[config.mk]
export PLATFORM = sky130hd
export DESIGN_NAME = big_core_fabric_out_fifo
export DESIGN_NICKNAME = d
export VERILOG_FILES = /design/src/rtl/big_core_fabric_out_fifo.sv
export SDC_FILE = /design/constraint.sdc
export NUM_CORES = 1
export LEC_CHECK = 0
export ABC_AREA = 0
export CORE_ASPECT_RATIO = 1.25
export CORE_MARGIN = 5
export CORE_UTILIZATION = 40
export DETAILED_ROUTE_END_ITERATION = 10
export DONT_BUFFER_PORTS = 1
export PLACE_DENSITY = 0.58
export SKIP_CTS_REPAIR_TIMING = 1
export SKIP_LAST_GASP = 1
export SLEW_MARGIN = 20
export SYNTH_ARGS = -nofsm -noshare
export SYNTH_HDL_FRONTEND = slang
export SYNTH_SLANG_ARGS = --single-unit
[constraint.sdc]
create_clock -name Clk -period 8.2 [get_ports Clk]
set_input_delay 1.23 -clock Clk [delete_from_list [all_inputs] [get_ports Clk]]
set_output_delay 1.23 -clock Clk [all_outputs]
set_load 0.01 [all_outputs]
[src/rtl/big_core_fabric_out_fifo.sv]
// Egress FIFO between the big core tile fabric output and the fabric router; drops and counts overflow.
// Optional same-cycle bypass when idle: define BIG_CORE_FABRIC_OUT_BYPASS_EN.
package big_core_fabric_pkg;
    typedef struct packed {
        logic [7:0]  tag;
        logic [31:0] payload;
    } t_tile_trans;
endpackage

module big_core_fabric_out_fifo
    import big_core_fabric_pkg::*;
#(
    parameter int DEPTH     = 4,
    parameter int AF_LEVEL  = 3,
    parameter int OVF_CNT_W = 16
) (
    input  logic                   Clk,
    input  logic                   RstN,
    input  logic                   InFabricValidQ505H,
    input  t_tile_trans            InFabricQ505H,
    output logic                   OutFabricValid,
    output t_tile_trans            OutFabric,
    input  logic                   OutFabricReady,
    output logic                   Empty,
    output logic                   Full,
    output logic                   AlmostFull,
    output logic [$clog2(DEPTH):0] Count,
    output logic                   Overflow,
    output logic [OVF_CNT_W-1:0]   OverflowCnt,
    input  logic                   ClrOverflow
);
    localparam int AW = $clog2(DEPTH);
    localparam logic [AW:0] AF_THRESH = AF_LEVEL[AW:0];

    t_tile_trans storage [DEPTH];

    logic [AW:0]          wrPtrReg, wrPtrNext;
    logic [AW:0]          rdPtrReg, rdPtrNext;
    logic [AW:0]          occupancy;
    logic                 memPop, push, drop, bypassTake;
    logic                 overflowReg, overflowNext;
    logic [OVF_CNT_W-1:0] ovfCntReg, ovfCntNext;

    assign occupancy  = wrPtrReg - rdPtrReg;
    assign Empty      = (wrPtrReg == rdPtrReg);
    // Same slot index but opposite lap bit means every slot is occupied.
    assign Full       = (wrPtrReg[AW] != rdPtrReg[AW]) &&
                        (wrPtrReg[AW-1:0] == rdPtrReg[AW-1:0]);
    assign AlmostFull = (occupancy >= AF_THRESH);
    assign Count      = occupancy;

    assign memPop = !Empty && OutFabricReady;

`ifdef BIG_CORE_FABRIC_OUT_BYPASS_EN
    // Idle FIFO: present the incoming transaction directly; consume it without storing if taken.
    assign bypassTake     = Empty && InFabricValidQ505H && OutFabricReady;
    assign OutFabricValid = !Empty || InFabricValidQ505H;
    assign OutFabric      = Empty ? InFabricQ505H : storage[rdPtrReg[AW-1:0]];
`else
    assign bypassTake     = 1'b0;
    assign OutFabricValid = !Empty;
    assign OutFabric      = storage[rdPtrReg[AW-1:0]];
`endif

    // A pop in the same cycle frees the slot, so a full FIFO still accepts the new entry.
    assign push = InFabricValidQ505H && (!Full || memPop) && !bypassTake;
    assign drop = InFabricValidQ505H && Full && !memPop;

    always_comb begin
        wrPtrNext    = wrPtrReg;
        rdPtrNext    = rdPtrReg;
        overflowNext = overflowReg;
        ovfCntNext   = ovfCntReg;
        if (push) begin
            wrPtrNext = wrPtrReg + 1'b1;
        end
        if (memPop) begin
            rdPtrNext = rdPtrReg + 1'b1;
        end
        if (ClrOverflow) begin
            overflowNext = drop;
            ovfCntNext   = drop ? OVF_CNT_W'(1) : '0;
        end else if (drop) begin
            overflowNext = 1'b1;
            if (ovfCntReg != '1) begin
                ovfCntNext = ovfCntReg + 1'b1;
            end
        end
    end

    always_ff @(posedge Clk or negedge RstN) begin
        if (!RstN) begin
            wrPtrReg    <= '0;
            rdPtrReg    <= '0;
            overflowReg <= 1'b0;
            ovfCntReg   <= '0;
        end else begin
            wrPtrReg    <= wrPtrNext;
            rdPtrReg    <= rdPtrNext;
            overflowReg <= overflowNext;
            ovfCntReg   <= ovfCntNext;
        end
    end

    always_ff @(posedge Clk) begin
        if (push) begin
            storage[wrPtrReg[AW-1:0]] <= InFabricQ505H;
        end
    end

    assign Overflow    = overflowReg;
    assign OverflowCnt = ovfCntReg;
endmodule

==> flow_metrics.env, run 1 <==
export IMPL_status="complete, no violations"
export IMPL_intPower_mw=1.94
export IMPL_yosys_mux_area_fraction=0.127
export IMPL_drtIter0Drc=201
export IMPL_htree_levels=4
export IMPL_clk_pin_slew_ns=0.07
export IMPL_antenna_found_initial=0
export IMPL_max_freq_mhz=256
export IMPL_synth_compound_area_frac=0.0208
export IMPL_postSynthCellCount=359
export IMPL_vias=3383
export IMPL_cts_sinks=183
export IMPL_syn_nets=413
export IMPL_r2r_start="rdPtrReg[0]"
export IMPL_wirelength_um=13900
export IMPL_fp_dieW_um=130
export IMPL_dpl_hpwl_um=8680
export IMPL_antennaDiodeCount=0
export IMPL_cts_tree="built"
export IMPL_synth_most_common_cell="edfxtp_1"
export IMPL_grt_max_degree=44
export IMPL_critPathCaptureType="output pin"
export IMPL_cp_data_arrival_time_ns=2.68
export IMPL_placementRows=54
export IMPL_synth_flop_cell="edfxtp_1"
export IMPL_yosys_top_cells_area="edfxtp_1 67%, mux4_2 13%, dfrtp_1 8.0%, ha_1 1.4%, xnor2_1 0.98%"
export IMPL_drcViolationCount=0
export IMPL_synth_edff_count=160
export IMPL_maxCapViolCount=0
export IMPL_crit_required_ns=6.97
export IMPL_placed_area_um2=7410
export IMPL_grt_overflow=0
export IMPL_pwr_share_seq=0.471
export IMPL_peakVddDrop_mv=0.157
export IMPL_switching_share=0.309
export IMPL_asyncSetResetFlopFracSynth=0.126
export IMPL_synthSimpleGateAreaFrac=0.0586
export IMPL_nNetsFinal=419
export IMPL_synth_common_cells="160 x edfxtp_1, 40 x mux4_2, 23 x dfrtp_1"
export IMPL_die_h_um=160
export IMPL_p_clk_frac=0.271
export IMPL_startpoint="rdPtrReg[0]"
export IMPL_slew_headroom=0.417
export IMPL_grtUsageTotal=0.139
export IMPL_syn_avg_cell_area_um2=20.0
export IMPL_clock_skew_ns=0.00671
export IMPL_post_synth_top_area_cell="edfxtp_1"
export IMPL_p_leak_nw=2.58
export IMPL_setup_violations=0
export IMPL_fillCellCount=1499
export IMPL_finalWorstSetupSlack_ns=4.29
export IMPL_fin_cells=601
export IMPL_yosys_area_share_xor_xnor=0.0134
export IMPL_port_buffers=0
export IMPL_insertion_delay_ns=0.42
export IMPL_synth_cell_types=39
export IMPL_area_growth_pct=11.0
export IMPL_synth_top_area_share=0.670
export IMPL_place_ws_ns=4.64
export IMPL_finalInstanceArea_um2=7960
export IMPL_syn_area_um2=7170
export IMPL_synth_seq_cells=183
export IMPL_clockBufferDepth=2
export IMPL_synth_top_family_by_area="multiplexers"
export IMPL_die_area_um2=20700
export IMPL_p_comb_frac=0.257
export IMPL_finalMaxSlewViolations=0
export IMPL_ys_seq_area_frac=0.750
export IMPL_root_buffer="clkbuf_16"
export IMPL_grt_pass1_vias=3513
export IMPL_tns_ns=0
export IMPL_synthAdderAreaFrac=0.0168
export IMPL_startpoint_type="flop"
export IMPL_vias_per_cell=5.63
export IMPL_initial_core_util=0.408
export IMPL_path_class="flop to output pin"
export IMPL_firstDrtPassIters=4
export IMPL_p_per_area_nw_per_um2=354
export IMPL_rsz0062_at_grt="no"
export IMPL_routedWlPerCell_um=23.2
export IMPL_p_sw_mw=0.872
export IMPL_ys_warn_count=0
export IMPL_grt_first_pass_wirelength_um=21300
export IMPL_postRouteAntennaNets=0
export IMPL_placed_cells=570
export IMPL_worstMarginPinSlew_ns=0.869
export IMPL_drive_gt1_frac=0.196
export IMPL_pin_count=109
export IMPL_path_max_fanout=43
export IMPL_hold_class="primary input to async pin"
export IMPL_finalHoldViolCount=0
export IMPL_core_um2=17600
export IMPL_fin_crit_ns=3.91
export IMPL_cts_buffers=17
export IMPL_period_share=0.477
export IMPL_gp_congestion=0.812
## cell type report
cell class	instances	area [µm²]	share of cell area
Multi-Input combinational cell	153	1710	0.214
Clock buffer	18	429	0.0539
Timing Repair Buffer	2	15.0	0.00189
Tap cell	224	280	0.0352
Clock inverter	13	114	0.0143
Sequential cell	183	5390	0.677
Inverter	8	30.0	0.00377
## per-stage QoR
stage	util	hold slack, ns	power (mW)
6_report	0.453	0.499	2.82
5_1_grt	0.453	0.472	2.95
4_1_cts	0.453	0.479	2.86
3_5_place_dp	0.422	0.522	2.10
3_3_place_gp	0.422	0.516	2.09
2_1_floorplan	-	0.498	1.90
## placed cells by master, fill, tap and decap left out, drive strengths merged, types with 5 or more instances in the layout
cell and n:
nor2 5, and2 8, ha 8, clkinv 11, o21ai 5, edfxtp 160, nand2 6, and4 7
dfrtp 23, nor3 6, inv 8, clkbuf 18, mux4 40, a21oi 12, nor4 6, nand3 6
xnor2 8, nand4 8
## worst paths after layout
| kind | endpoint | slack (ns) | cells past startpoint |
|---|---|---|---|
| max | AlmostFull | 4.29 | 5 |
| min | OverflowCnt[1] | 0.50 | 0 |
| max reg2reg | storage[3][34] | 4.90 | 5 |
| min reg2reg | rdPtrReg[2] | 0.53 | 1 |
| max in group asynchronous | rdPtrReg[0] | 7.62 | 0 |
| min in group Clk | rdPtrReg[2] | 0.53 | 1 |
## flip-flops by register name, indices dropped and copies added, names as in the netlist
name / count
storage: 160
rdPtrReg: 3
OverflowCnt: 16
Overflow: 1
wrPtrReg: 3
## power by group through the flow
stage | logic (mW) | clock network [mW] | registers, mW
finish | 0.725 | 0.764 | 1.33
global route | 0.781 | 0.817 | 1.36
CTS | 0.748 | 0.774 | 1.34
detailed placement | 0.746 | 0 | 1.36
global placement | 0.740 | 0 | 1.35
floorplan | 0.624 | 0 | 1.27
## worst max-delay path, cell delays in order, from the launching register on
cell and delay (ns):
dfrtp_4 1.00, ha_1 0.28, inv_1 0.05, fa_1 0.38, xnor2_1 0.37, a21o_1 0.18
## routing by layer
metal,part of all wire,GRT usage,vias to the layer above
li1,-,-,1481
met1,0.37,0.157,1765
met2,0.53,0.233,118
met3,0.090,0.0598,19
met4,0.015,0.0477,0
met5,0,0,-
## cell families (layout without fill, tap and decap cells)
family / count (synthesis) / after routing
xor gates and xnor gates: 11 / 11
buffers and inverters: 23 / 41
adders and majority gates: 9 / 9
and+or+nand+nor: 66 / 66
DFF: 183 / 183
muxes: 41 / 41
AOI/OAI and AO/OA: 26 / 26
(Power assumes the default switching activity.)
==> run 2, diff against run 1 <==
==> constraint.sdc (replaced) <==
create_clock -name Clk -period 3.96 [get_ports Clk]
set_input_delay 0.594 -clock Clk [delete_from_list [all_inputs] [get_ports Clk]]
set_output_delay 0.594 -clock Clk [all_outputs]
set_load 0.01 [all_outputs]
==> flow_metrics.env, run 2 (synthesized netlist as in run 1, its figures left out) <==
export IMPL_status="complete, no violations"
export IMPL_postRouteAntennaNets=0
export IMPL_vias_per_cell=5.58
export IMPL_most_common_layout_cells="160 x edfxtp_1, 40 x mux4_2, 21 x dfrtp_1, 17 x clkbuf_16, 12 x a21oi_1"
export IMPL_wl_met3_um=1130
export IMPL_firstDrtPassIters=4
export IMPL_cts_buffers=17
export IMPL_met2WireLength_um=7750
export IMPL_path_class="flop to output pin"
export IMPL_switching_share=0.309
export IMPL_path_max_fanout=42
export IMPL_nNetsFinal=426
export IMPL_grt_overflow=0
export IMPL_maxCapViolCount=0
export IMPL_grt_pass1_vias=3742
export IMPL_tns_ns=0
export IMPL_critPathCaptureType="output pin"
export IMPL_root_buffer="clkbuf_16"
export IMPL_crit_family="multiplexers"
export IMPL_fillCellCount=1501
export IMPL_cts_sinks=183
export IMPL_slew_headroom=0.416
export IMPL_largest_reg_flops=160
export IMPL_fin_crit_ns=2.79
export IMPL_dr_max_layer_used="met4"
export IMPL_intPower_mw=4.14
export IMPL_die_h_um=160
export IMPL_rsz0062_at_grt="no"
export IMPL_placementRows=54
export IMPL_reg2regPathDepth=4
export IMPL_setup_violations=0
export IMPL_grt_first_pass_wirelength_um=21900
export IMPL_pin_count=109
export IMPL_insertion_delay_ns=0.42
export IMPL_whs_path_depth=1
export IMPL_gp_congestion=0.845
export IMPL_drtIter0Drc=182
export IMPL_wirelength_um=14200
export IMPL_startpoint_type="flop"
export IMPL_p_per_area_nw_per_um2=741
export IMPL_p_clk_frac=0.286
export IMPL_pwr_share_seq=0.438
export IMPL_antennaDiodeCount=0
export IMPL_period_share=0.703
export IMPL_initial_core_util=0.408
export IMPL_clockBufferDepth=2
export IMPL_htree_levels=4
export IMPL_drive_gt1_frac=0.223
export IMPL_peakVddDrop_mv=0.315
export IMPL_core_um2=17600
export IMPL_drcViolationCount=0
export IMPL_finalHoldViolCount=0
export IMPL_grtUsageTotal=0.144
export IMPL_grt_max_degree=43
export IMPL_finalMaxSlewViolations=0
export IMPL_crit_buf_inv=1
export IMPL_port_buffers=0
export IMPL_clock_skew_ns=0.00703
export IMPL_vias=3399
export IMPL_cp_data_arrival_time_ns=2.19
export IMPL_holdWs_ns=0.229
export IMPL_p_comb_frac=0.276
export IMPL_clk_pin_slew_ns=0.07
export IMPL_worst_path_stages=2
export IMPL_fp_dieW_um=130
export IMPL_die_area_um2=20700
export IMPL_max_freq_mhz=359
export IMPL_hold_class="primary input to flop"
export IMPL_routedWlPerCell_um=23.4
export IMPL_critPathSlowestCell="mux4_2"
export IMPL_path_cells="buf_4 > mux4_2"
export IMPL_worstMarginPinSlew_ns=0.869
export IMPL_dpl_hpwl_um=9020
export IMPL_met1Wirelength_um=5040
export IMPL_area_growth_pct=12.7
export IMPL_crit_required_ns=3.37
export IMPL_p_sw_mw=1.85
export IMPL_slowest_delay_ns=0.68
export IMPL_cts_tree="built"
export IMPL_antenna_found_initial=0
export IMPL_p_leak_nw=2.64
export IMPL_final_common_cell="edfxtp_1"
-- run 2: cell count changes in the layout (fill, tap and decap cells not counted), sizes merged --
cell	change
clkinvlp	+2
dlygate4sd3	+1
clkinv	-8
inv	+5
clkbuf	+1
bufinv	+1
buf	+6
-- run 2: path summary, 6_finish.rpt --
| kind | slack [ns] | startpoint | to |
|---|---|---|---|
| max | 1.17 | rdPtrReg[0] | OutFabric[8] |
| min | 0.23 | ClrOverflow | OverflowCnt[8] |
| max reg2reg | 1.20 | wrPtrReg[2] | storage[3][32] |
| min reg2reg | 0.53 | wrPtrReg[2] | wrPtrReg[2] |
| max in group asynchronous | 3.19 | RstN | rdPtrReg[0] |
| min in group asynchronous | 0.60 | RstN | OverflowCnt[13] |
-- run 2: cell type report --
| type | count | area, µm² | share of cell area |
|---|---|---|---|
| Sequential cell | 183 | 5390 | 0.666 |
| Multi-Input combinational cell | 153 | 1700 | 0.211 |
| Clock buffer | 19 | 433 | 0.0536 |
| Tap cell | 224 | 280 | 0.0347 |
| Clock inverter | 13 | 169 | 0.0209 |
| Timing Repair Buffer | 9 | 82.6 | 0.0102 |
| Inverter | 8 | 30.0 | 0.00372 |
-- run 2: per-layer routing --
metal | vias to the layer above | track usage
met1 | 1770 | 0.156
met5 | - | 0
met3 | 19 | 0.0558
met2 | 114 | 0.252
li1 | 1496 | -
met4 | 0 | 0.0567
-- run 2: power by group through the flow --
stage	clock, mW	sequential (mW)	combinational (mW)
final	1.72	2.62	1.66
after global routing	1.85	2.66	1.81
after CTS	1.76	2.63	1.71
after detailed placement	0	2.67	1.70
after global placement	0	2.65	1.70
after floorplan	0	2.64	1.29
-- run 2: worst register-to-register path, stage by stage, from the launching register on --
cell,delay (ns)
dfrtp_1,0.42
xnor2_1,0.68
o21a_1,0.36
and2_2,0.46
buf_4,0.48
-- run 2: metrics by stage --
stage               power [mW]  std cells  worst slack [ns]  utilization  area, µm²
floorplan                 3.93        359             0.834            -       7170
global route              6.32        609             0.977        0.460       8080
CTS                       6.09        607              1.07        0.458       8050
global placement          4.35        575              1.23        0.424       7450
detailed placement        4.37        575              1.20        0.424       7450
finish                    5.99        609              1.17        0.460       8080
==> run 3, diff against run 2 <==
==> constraint.sdc (replaced) <==
create_clock -name Clk -period 2.81 [get_ports Clk]
set_input_delay 0.4215 -clock Clk [delete_from_list [all_inputs] [get_ports Clk]]
set_output_delay 0.4215 -clock Clk [all_outputs]
set_load 0.01 [all_outputs]
==> flow_metrics.env, run 3 (synthesized netlist as in run 1, its figures left out) <==
export IMPL_vias_per_cell=5.59
export IMPL_antenna_found_initial=0
export IMPL_grtUsageTotal=0.139
export IMPL_p_leak_nw=2.66
export IMPL_fillCellCount=1517
export IMPL_final_common_cell="edfxtp_1"
export IMPL_core_um2=17600
export IMPL_cts_sinks=183
export IMPL_hold_class="primary input to flop"
export IMPL_status="complete, no violations"
export IMPL_gp_congestion=0.850
export IMPL_critPathSlowestCell="buf_4"
export IMPL_grt_max_degree=43
export IMPL_seqCellArea_um2=5390
export IMPL_grt_first_pass_wirelength_um=21200
export IMPL_dpl_hpwl_um=8770
export IMPL_slew_headroom=0.432
export IMPL_peakVddDrop_mv=0.504
export IMPL_setup_violations=0
export IMPL_htree_levels=4
export IMPL_wl_met3_um=1430
export IMPL_fp_dieW_um=130
export IMPL_die_h_um=160
export IMPL_postRouteAntennaNets=0
export IMPL_drive_gt1_frac=0.229
export IMPL_drcViolationCount=0
export IMPL_clk_pin_slew_ns=0.07
export IMPL_startpoint_type="flop"
export IMPL_maxCapViolCount=0
export IMPL_cp_data_arrival_time_ns=2.17
export IMPL_p_per_area_nw_per_um2=1030
export IMPL_initial_core_util=0.408
export IMPL_holdWs_ns=0.0580
export IMPL_crit_buf_inv=1
export IMPL_cts_tree="built"
export IMPL_placementRows=54
export IMPL_crit_family="buffers and inverters"
export IMPL_most_common_layout_cells="160 x edfxtp_1, 40 x mux4_2, 21 x dfrtp_1, 18 x clkbuf_16, 12 x a21oi_1"
export IMPL_met1Wirelength_um=4950
export IMPL_firstDrtPassIters=4
export IMPL_clock_skew_ns=0.00864
export IMPL_path_cells="buf_4 > mux4_2"
export IMPL_pin_count=109
export IMPL_grt_pass1_vias=3609
export IMPL_die_area_um2=20700
export IMPL_path_class="flop to output pin"
export IMPL_largest_reg_flops=160
export IMPL_wirelength_um=14000
export IMPL_path_max_fanout=42
export IMPL_insertion_delay_ns=0.42
export IMPL_clockBufferDepth=2
export IMPL_worstMarginPinSlew_ns=0.852
export IMPL_dr_max_layer_used="met4"
export IMPL_crit_required_ns=2.39
export IMPL_period_share=0.923
export IMPL_nNetsFinal=430
export IMPL_cts_buffers=17
export IMPL_fin_crit_ns=2.59
export IMPL_routedWlPerCell_um=22.8
export IMPL_drtIter0Drc=138
export IMPL_tns_ns=0
export IMPL_multi_input_area_um2=1700
export IMPL_max_freq_mhz=386
export IMPL_slowest_delay_ns=0.67
export IMPL_root_buffer="clkbuf_16"
export IMPL_grt_overflow=0
export IMPL_area_growth_pct=13.2
export IMPL_finalHoldViolCount=0
export IMPL_antennaDiodeCount=0
export IMPL_vias=3424
export IMPL_met2WireLength_um=7360
export IMPL_critPathCaptureType="output pin"
export IMPL_port_buffers=0
export IMPL_finalMaxSlewViolations=0
export IMPL_rsz0062_at_grt="no"
-- run 3: worst paths after layout --
| kind | startpoint | slack [ns] | cells past startpoint | end |
|---|---|---|---|---|
| max | rdPtrReg[0] | 0.22 | 2 | OutFabric[39] |
| min | ClrOverflow | 0.06 | 1 | OverflowCnt[11] |
| max reg2reg | wrPtrReg[0] | 0.47 | 6 | OverflowCnt[11] |
| min reg2reg | rdPtrReg[2] | 0.53 | 1 | rdPtrReg[2] |
| max in group asynchronous | RstN | 2.20 | 2 | rdPtrReg[0] |
| min in group asynchronous | RstN | 0.44 | 2 | OverflowCnt[11] |
-- run 3: layout make-up --
class / instances / share of cell area
flip-flops and latches: 183 / 0.664
inverters: 8 / 0.00370
clock buffers: 24 / 0.0607
clock inverters: 8 / 0.00755
multi-input cells: 153 / 0.210
repair buffers: 13 / 0.0200
well taps: 224 / 0.0345
-- run 3: worst register-to-register path, delay by kind of cell, from the launching register on --
kind	cells	cell delay [ns]
simple gates	3	1.21
flops	1	0.38
fa+ha+maj	1	0.42
compound gates	1	0.15
buf+inv	1	0.12
-- run 3: per-stage QoR --
stage	utilization	worst slack (ns)	cell area [µm²]	power [mW]	std cells
6_report	0.462	0.217	8120	8.34	613
5_1_grt	0.462	0.0249	8120	8.79	613
4_1_cts	0.460	0.107	8090	8.48	611
3_5_place_dp	0.429	0.519	7530	6.25	579
3_3_place_gp	0.429	0.539	7530	6.24	579
2_1_floorplan	-	0.122	7170	5.53	359
-- run 3: power breakdown --
group	leakage (nW)	total, mW	internal, mW	switching, mW
Combinational	0.612	2.43	0.957	1.47
Sequential	1.77	3.69	3.55	0.147
Clock	0.276	2.22	1.24	0.973
Total	2.66	8.34	5.75	2.59
-- run 3: layer usage --
layer  vias to the layer above  track usage
li1                       1514            -
met1                      1770        0.153
met2                       120        0.230
met3                        20       0.0725
met4                         0       0.0487
met5                         -            0
